## config.mk

```make
export PLATFORM = sky130hd
export DESIGN_NAME = rab_miss_logger
export DESIGN_NICKNAME = d
export VERILOG_FILES = /design/src/rtl/rab_pkg.sv /design/src/rtl/rab_sync_fifo.sv /design/src/rtl/rab_miss_logger.sv
export SDC_FILE = /design/constraint.sdc
export NUM_CORES = 1
export LEC_CHECK = 0
export CORE_ASPECT_RATIO = 1.1
export CORE_UTILIZATION = 40
export DETAILED_ROUTE_END_ITERATION = 10
export GPL_TIMING_DRIVEN = 0
export SYNTH_ARGS = -nofsm -noshare
export SYNTH_HDL_FRONTEND = slang
export SYNTH_HIERARCHICAL = 1
export SYNTH_SLANG_ARGS = --single-unit
```

## constraint.sdc

```tcl
create_clock -name s_axi_aclk -period 2.55 [get_ports s_axi_aclk]
set_clock_uncertainty 0.2 [all_clocks]
set_input_delay 0.51 -clock s_axi_aclk [delete_from_list [all_inputs] [get_ports s_axi_aclk]]
set_output_delay 0.51 -clock s_axi_aclk [all_outputs]
set_load 0.01 [all_outputs]
```

## src/rtl/rab_pkg.sv

```systemverilog
// rab_pkg: shared entry type and cause bit positions for the RAB miss logger
package rab_pkg;
  localparam int ADDR_W = 32;
  localparam int CAUSE_MISS = 0;
  localparam int CAUSE_MULTI = 1;
  localparam int CAUSE_PROT = 2;
  typedef struct packed {
    logic [ADDR_W-1:0] addr;
    logic [2:0]        cause;
    logic              port;
  } miss_entry_t;
endpackage

```

## src/rtl/rab_sync_fifo.sv

```systemverilog
// rab_sync_fifo: DEPTH-entry miss_entry_t FIFO; push when full succeeds only alongside a pop
module rab_sync_fifo
  import rab_pkg::*;
#(
  parameter int DEPTH = 4
) (
  input  logic                   clk,
  input  logic                   rst_n,
  input  logic                   push_i,
  input  logic                   pop_i,
  input  miss_entry_t            wdata_i,
  output miss_entry_t            rdata_o,
  output logic [$clog2(DEPTH):0] level_o,
  output logic [$clog2(DEPTH):0] level_next_o,
  output logic                   full_o,
  output logic                   empty_o
);
  localparam int AW = $clog2(DEPTH);
  localparam int LW = AW + 1;
  miss_entry_t   mem [DEPTH];
  logic [AW-1:0] rd_ptr_q, wr_ptr_q;
  logic [LW-1:0] level_q, level_d;
  logic          do_push, do_pop;
  assign empty_o = level_q == '0;
  assign full_o = level_q == LW'(DEPTH);
  assign do_pop = pop_i & ~empty_o;
  assign do_push = push_i & (~full_o | pop_i);
  assign level_d = level_q + LW'(do_push) - LW'(do_pop);
  assign level_o = level_q;
  assign level_next_o = level_d;
  assign rdata_o = mem[rd_ptr_q];
  always_ff @(posedge clk) begin
    if (do_push) mem[wr_ptr_q] <= wdata_i;
  end
  always_ff @(posedge clk) begin
    if (!rst_n) begin
      rd_ptr_q <= '0;
      wr_ptr_q <= '0;
      level_q <= '0;
    end else begin
      if (do_push) wr_ptr_q <= wr_ptr_q + AW'(1);
      if (do_pop) rd_ptr_q <= rd_ptr_q + AW'(1);
      level_q <= level_d;
    end
  end
endmodule

```

## src/rtl/rab_miss_logger.sv

```systemverilog
// rab_miss_logger: logs rejected RAB transactions into a FIFO with sticky overflow, drop counter and irq
module rab_miss_logger
  import rab_pkg::*;
#(
  parameter int DEPTH = 4,
  parameter int ADDR_WIDTH = 32,
  parameter int DROP_CNT_WIDTH = 16
) (
  input  logic                      s_axi_aclk,
  input  logic                      s_axi_aresetn,
  input  logic                      int_miss,
  input  logic                      int_multi,
  input  logic                      int_prot,
  input  logic                      port1_drop,
  input  logic                      port2_drop,
  input  logic [ADDR_WIDTH-1:0]     out_addr_reg,
  input  logic                      pop,
  input  logic                      irq_en,
  input  logic                      clr_ovf,
  output logic                      head_valid,
  output logic [ADDR_WIDTH-1:0]     head_addr,
  output logic [2:0]                head_cause,
  output logic                      head_port,
  output logic [$clog2(DEPTH):0]    level,
  output logic                      overflow,
  output logic [DROP_CNT_WIDTH-1:0] drop_cnt,
  output logic                      irq
);
  logic [2:0]                cause_v;
  logic                      evt, full, empty, ovf_evt;
  logic                      overflow_q, overflow_d, irq_q, irq_d;
  logic [DROP_CNT_WIDTH-1:0] drop_cnt_q, drop_cnt_d;
  logic [$clog2(DEPTH):0]    level_next;
  logic                      unused_port1;
  miss_entry_t               wr_entry, head;
  assign cause_v[CAUSE_MISS] = int_miss;
  assign cause_v[CAUSE_MULTI] = int_multi;
  assign cause_v[CAUSE_PROT] = int_prot;
  assign evt = |cause_v;
  assign unused_port1 = port1_drop;
  assign wr_entry = '{addr: out_addr_reg, cause: cause_v, port: port2_drop};
  rab_sync_fifo #(.DEPTH(DEPTH)) u_fifo (
    .clk          (s_axi_aclk),
    .rst_n        (s_axi_aresetn),
    .push_i       (evt),
    .pop_i        (pop),
    .wdata_i      (wr_entry),
    .rdata_o      (head),
    .level_o      (level),
    .level_next_o (level_next),
    .full_o       (full),
    .empty_o      (empty)
  );
  assign ovf_evt = evt & full & ~pop;
  assign overflow_d = ovf_evt | (overflow_q & ~clr_ovf);
  // a lost event in the clearing cycle restarts the count at one
  assign drop_cnt_d = ovf_evt ? (clr_ovf ? DROP_CNT_WIDTH'(1) : (&drop_cnt_q ? drop_cnt_q : drop_cnt_q + DROP_CNT_WIDTH'(1)))
                    : clr_ovf ? '0 : drop_cnt_q;
  assign irq_d = irq_en & ((level_next != '0) | overflow_d);
  always_ff @(posedge s_axi_aclk) begin
    if (!s_axi_aresetn) begin
      overflow_q <= 1'b0;
      drop_cnt_q <= '0;
      irq_q <= 1'b0;
    end else begin
      overflow_q <= overflow_d;
      drop_cnt_q <= drop_cnt_d;
      irq_q <= irq_d;
    end
  end
  assign head_valid = ~empty;
  assign head_addr = head.addr;
  assign head_cause = head.cause;
  assign head_port = head.port;
  assign overflow = overflow_q;
  assign drop_cnt = drop_cnt_q;
  assign irq = irq_q;
endmodule

```

==> impl_metrics.ini, run 1 <==
[placed_design]
placed_area_um2 = 8080
place_inst = 665
dp_hpwl_um = 8427
routabilityCongestion = 0.8217
preCtsSetupSlack_ps = -827.3
port_buffers = 97

[logic_synthesis]
async_flop_share_pct = 0
syn_inst = 360
ys_seq_area_share_pct = 72.00
ys.warnings.count = 6
synth_edf_count = 144
synth_fp_nets = 410
synth_area_per_cell_um2 = 18.77
synth_area_um2 = 6756
synth_seq_cells = 171
yosys.cell_types.count = 53
ys.flop_type = edfxtp_1

[timing]
slew_violations = 0
relSlewSlack_pct = 60.14
fmax_ghz = 0.4025
worst_pin_slew_ps = 593.4
setup_slack_ps = 65.31
setup_viol_count_final = 0
rsz0062_at_grt = true
fin_crit_sh_pct = 97.44
period_minus_slack_ps = 2485
fin_tns_setup_ps = 0
hold_viol_final = 0

[floorplan]
start_util_pct = 41.12
die-height_um = 138.3
num_rows = 49
io_pins = 100
chipWidth_um = 125.9
core_area_um2 = 16430
die-area_um2 = 17420

[pwr]
pwr-share-seq_pct = 43.3
p_sw_share_pct = 26.10
internal_power_w = 0.006384
clkPwrFrac_pct = 30.5
peakVddDrop_v = 0.0006676
switchingPower_w = 0.002255
power.total_w = 0.008640
pwr-share-comb_pct = 26.2
cellPowerDensity_nw_per_um2 = 991.7
p_leak_nw = 2.944

[status]
outcome = complete, no violations

[setup_path]
path_max_fanout = 7
arrival_ps = 1770
cp-end-kind = output port
path_cells = buf_12, clkbuf_16, mux4_2, buf_2
criticalPathCategory = flop to output port
crit_slowest_cell = mux4_2
crit_end = head_addr[10]
reg2reg_to = irq
r2r_setup_slack_ps = 100
r2r_start = u_fifo/level_o[0]
reg2reg_depth = 10
cp.required_ps = 1840
crit_path_start_kind = flop
cpPeakStageDelay_ps = 490

[clock_network]
numCtsBuffers = 17
root_buffer = clkbuf_16
cts_max_level = 4
cts_tree = yes
clock_path_buffers = 2
clkSinkCount = 171
path_clk_slew_ps = 60
worst_skew_pair.late_latency_ps = 420

[global_routing]
grt_overflow = 0
grt_max_degree = 30
grtUsageMet2_pct = 27.16
antenna_found_initial = 0
track_usage_pct = 16.22
use_met1_pct = 19.60
grt_util_met3_pct = 5.031
grt_pass1_vias = 3958
busiest_layer = met2
grt_pass1_wl_um = 21190

[detailed_routing]
via_per_inst = 5.318
drc = 0
drtIter0Drc = 198
dr.pass1.iters = 4
wire_per_inst_um = 19.03
finalWirelength_um = 13400
detail-route-antenna-nets = 0
vias = 3744

[final_layout]
fin_area_um2 = 8712
multi_input_area_um2 = 1768
fillCellCount = 1346
fin_cells = 704
ff_latch_area_um2 = 4877
synthToLayoutAreaGrowth_pct = 28.94
num-nets-final = 538
drive_gt1_share_pct = 29.66

[flow_run]
cap_violations = 0

[min_path]
min_path_type = input port to flop
-- per-layer routing --
layer | routed length, µm | part of all wire, %
met5 | 0 | 0
met2 | 6806 | 51
met4 | 177 | 1.3
met3 | 711 | 5.3
met1 | 5703 | 43
-- power by group through the flow --
| stage | sequential (W) | combinational, W | clock [W] |
|---|---|---|---|
| global route | 0.00378 | 0.00245 | 0.00282 |
| detailed placement | 0.00376 | 0.00235 | 0 |
| CTS | 0.00373 | 0.00225 | 0.00270 |
| finish | 0.00374 | 0.00227 | 0.00264 |
| global placement | 0.00376 | 0.00225 | 0 |
| floorplan | 0.00374 | 0.00125 | 0 |
-- cell type report --
cell class	count	share of cell area, %
Timing Repair Buffer	109	11.65
Multi-Input combinational cell	162	20.29
Tap cell	204	2.930
Inverter	13	0.5601
Sequential cell	171	55.98
Antenna cell	1	0.02872
Buffer	14	1.637
Clock buffer	18	4.926
Clock inverter	12	1.996
-- synthesized netlist by cell type (all sizes together) (4+ instances only) --
library cell	count	area share, %
ha	7	1.3
clkbuf	4	0.24
nand3	6	0.44
inv	13	0.72
nor2	6	0.33
o21ai	9	0.72
buf	10	1.6
edfxtp	144	64
a211oi	8	0.96
nor4	4	0.59
a31oi	6	0.56
and2	7	0.65
nand2	15	0.83
nor3	6	0.59
dfxtp	27	8.0
a21oi	7	0.52
nand4	5	0.78
mux4	36	12
o31ai	5	0.56
-- sequential cells by signal, summed over array words and instances, names as in the netlist, named ones only --
| name | count |
|---|---|
| irq | 1 |
| u_fifo/wr_ptr_q | 2 |
| u_fifo/rd_ptr_q | 2 |
| u_fifo/level_o | 3 |
| u_fifo/mem | 144 |
| drop_cnt | 16 |
| overflow | 1 |
-- worst max-delay path, delay by kind of cell, from the launching register on --
kind / cells / cell delay, ps
multiplexers: 1 / 490
buffers and inverters: 3 / 470
flip-flops: 1 / 390
-- how the worst min path moves through the flow --
stage                       startpoint            endpoint  slack (ps)  cells past startpoint
floorplan           u_fifo/rd_ptr_q[1]                flop         260                      2
global placement    u_fifo/rd_ptr_q[1]  u_fifo/rd_ptr_q[1]         270                      2
detailed placement  u_fifo/rd_ptr_q[1]                flop         280                      2
CTS                 u_fifo/rd_ptr_q[0]                flop         290                      2
global route                  int_prot    u_fifo/mem[3][3]         160                      1
finish                        int_miss    u_fifo/mem[3][1]         170                      1
-- stage by stage --
stage,utilization [%],hold slack (ps)
global route,53.01,162.5
CTS,52.80,287.0
finish,53.02,165.9
detailed placement,49.18,284.5
floorplan,-,255.9
global placement,48.66,273.8
-- layout by cell type (no fill, tap or decap), drive strengths merged, types with 2 or more instances in the layout --
master	synthesis	final
nand3	6	6
o31ai	5	5
a21boi	2	2
nor3	6	6
clkbuf	4	28
nand2b	2	2
mux4	36	36
nor4	4	4
nand4	5	5
and2	7	7
a31oi	6	6
or4	3	3
nor3b	2	2
nor2b	2	2
a211oi	8	8
mux2i	2	2
nand2	15	15
clkinv	0	5
dlygate4sd2	0	6
and3	2	2
o21ai	9	9
xnor2	2	2
a41oi	2	2
clkinvlp	0	2
o311ai	2	2
and4	3	3
buf	10	50
edfxtp	144	144
a21oi	7	7
clkdlybuf4s50	0	57
ha	7	7
dfxtp	27	27
nor2	6	6
inv	13	14
bufinv	0	4
-- timing repair --
action / 4_1_cts / 5_1_grt
hold buffers: 0 / 0
pin swaps: 2 / 4
buffers inserted: 3 / 1
endpoints found under the setup margin: 39 / 9
resized for setup: 148 / 13
cloned: 2 / 2
-- kinds of logic after synthesis --
family	synth area share, %
flops	72.00
buf+inv	2.555
simple gates	6.296
xor+xnor	0.3890
fa+ha+maj	1.593
compound gates	4.871
mux	12.30
Note: power is estimated with default switching activity, not from simulation.
==> run 2, diff against run 1 <==
--- a/config.mk
+++ b/config.mk
@@ -5,6 +5,7 @@
 export SDC_FILE = /design/constraint.sdc
 export NUM_CORES = 1
 export LEC_CHECK = 0
+export ABC_AREA = 0
 export CORE_ASPECT_RATIO = 1.1
 export CORE_UTILIZATION = 40
 export DETAILED_ROUTE_END_ITERATION = 10
==> results of run 2 <==
No change in the layout: final DEF, timing and power equal those of run 1.
==> run 3, diff against run 2 <==
--- a/config.mk
+++ b/config.mk
@@ -6,7 +6,7 @@
 export NUM_CORES = 1
 export LEC_CHECK = 0
 export ABC_AREA = 0
-export CORE_ASPECT_RATIO = 1.1
+export CORE_ASPECT_RATIO = 0.5
 export CORE_UTILIZATION = 40
 export DETAILED_ROUTE_END_ITERATION = 10
 export GPL_TIMING_DRIVEN = 0
==> impl_metrics.ini, run 3 (synthesis gave the netlist of run 1 again) <==
[status]
outcome = complete, no violations

[final_layout]
mostFrequentLayoutCells = edfxtp_1, clkdlybuf4s50_1, mux4_2
num-nets-final = 536
fin_area_um2 = 8707
largest_reg_flops = 144
layout_commonest_cell = edfxtp_1
drive_gt1_share_pct = 28.26
synthToLayoutAreaGrowth_pct = 28.87
fin_cells = 726
antennaDiodeCount = 0
final_util_pct = 52.98
largest_register = u_fifo/mem

[timing]
period_minus_slack_ps = 2491
relSlewSlack_pct = 58.82
fmax_ghz = 0.4014
worst_pin_slew_ps = 617.7
fin_crit_sh_pct = 97.70
whs_ps = 280.3
hold_viol_final = 0
rsz0062_at_grt = true
slew_violations = 0
setup_viol_count_final = 0

[setup_path]
crit_path_start_kind = flop
path_cells = buf_12, buf_4, mux4_2, clkdlybuf4s15_1
criticalPathCategory = flop to output port
crit_buf_inv = 3
path_max_fanout = 12
cpPeakStageDelay_ps = 470
cpLargestDelayFamily = buffers and inverters
cp-end-kind = output port
cp.required_ps = 1840
crit_slowest_cell = mux4_2
arrival_ps = 1780

[global_routing]
grt_pass1_wl_um = 20090
antenna_found_initial = 0
grt_pass1_vias = 3743
track_usage_pct = 15.55
grt_overflow = 0
grt_max_degree = 30

[pwr]
cellPowerDensity_nw_per_um2 = 973.3
switchingPower_w = 0.002306
clkPwrFrac_pct = 30.8
internal_power_w = 0.006169
peakVddDrop_v = 0.0005356
p_leak_nw = 2.943
pwr-share-comb_pct = 25.6
p_sw_share_pct = 27.21
pwr-share-seq_pct = 43.5

[floorplan]
die-height_um = 93.90
chipWidth_um = 185.8
core_area_um2 = 16430
die-area_um2 = 17450
num_rows = 33
start_util_pct = 41.11
io_pins = 100

[detailed_routing]
dr.pass1.iters = 5
vias = 3688
drtIter0Drc = 199
drc = 0
wire_per_inst_um = 17.55
finalWirelength_um = 12740
via_per_inst = 5.080
detail-route-antenna-nets = 0

[clock_network]
clkSinkCount = 171
root_buffer = clkbuf_16
path_clk_slew_ps = 70
cts_max_level = 4
cts_tree = yes
numCtsBuffers = 17
worst_skew_pair.late_latency_ps = 410
clock_path_buffers = 2

[placed_design]
routabilityCongestion = 0.7956
place_inst = 688
placed_area_um2 = 8124
port_buffers = 97
dp_hpwl_um = 7985

[min_path]
min_path_type = flop to flop

[flow_run]
cap_violations = 0
[run 3: cell count changes in the layout (fill, tap and decap cells not counted), moves of 2 or more]
cell | before | now
dfxtp_1 | 23 | 26
inv_6 | 1 | 3
dfxtp_4 | 3 | 0
inv_8 | 0 | 5
buf_4 | 7 | 3
buf_12 | 8 | 6
buf_6 | 2 | 4
bufinv_16 | 4 | 2
clkdlybuf4s15_1 | 0 | 3
clkinv_1 | 2 | 0
[run 3: routing by layer]
| layer | part of all wire, % | global-route usage, % |
|---|---|---|
| met1 | 48 | 21.15 |
| met2 | 48 | 24.97 |
| met3 | 3.1 | 3.101 |
| met4 | 0.82 | 5.464 |
| met5 | 0 | 0 |
[run 3: through the flow]
step	setup TNS [ps]	setup slack, ps	total power [W]
5_1_grt	-84.89	-84.00	0.008902
4_1_cts	-112.6	-67.95	0.008556
6_report	0	58.64	0.008475
2_1_floorplan	0	20.51	0.004996
3_3_place_gp	-172890	-1211	0.006017
3_5_place_dp	-31470	-833.4	0.006100
[run 3: worst paths after layout]
kind | slack [ps] | from | depth (start not counted) | to
worst min-delay path | 280 | u_fifo/rd_ptr_q[0] | 2 | flop
worst max register to register | 70 | u_fifo/level_o[1] | 10 | irq
worst min register to register | 280 | u_fifo/rd_ptr_q[0] | 2 | flop
worst max-delay path | 60 | flop | 4 | head_addr[30]
[run 3: layout make-up]
cell class | instances | area [µm²]
Buffer | 14 | 151.4
Clock buffer | 18 | 429.2
Clock inverter | 14 | 173.9
Fill cell | 1375 | 7726
Inverter | 13 | 48.80
Multi-Input combinational cell | 162 | 1745
Sequential cell | 171 | 4866
Tap cell | 227 | 284.0
Timing Repair Buffer | 107 | 1008
[run 3: worst min-delay path: stages, from the launching register on]
cell	delay (ps)
dfxtp_1	320
nand2_1	60
o21ai_0	60
[run 3: power groups by stage]
| stage | Combinational (W) | Clock (W) | Sequential, W |
|---|---|---|---|
| after detailed placement | 0.00235 | 0 | 0.00375 |
| final | 0.00217 | 0.00261 | 0.00369 |
| after global routing | 0.00237 | 0.00280 | 0.00373 |
| after global placement | 0.00225 | 0 | 0.00377 |
| after CTS | 0.00216 | 0.00270 | 0.00370 |
| after floorplan | 0.00125 | 0 | 0.00374 |
[run 3: timing repair]
action	CTS	global route
pin swaps	1	2
hold buffers	0	0
resized for setup	124	19
setup buffers	1	2
endpoints found under the setup margin	39	11
gates cloned	0	3
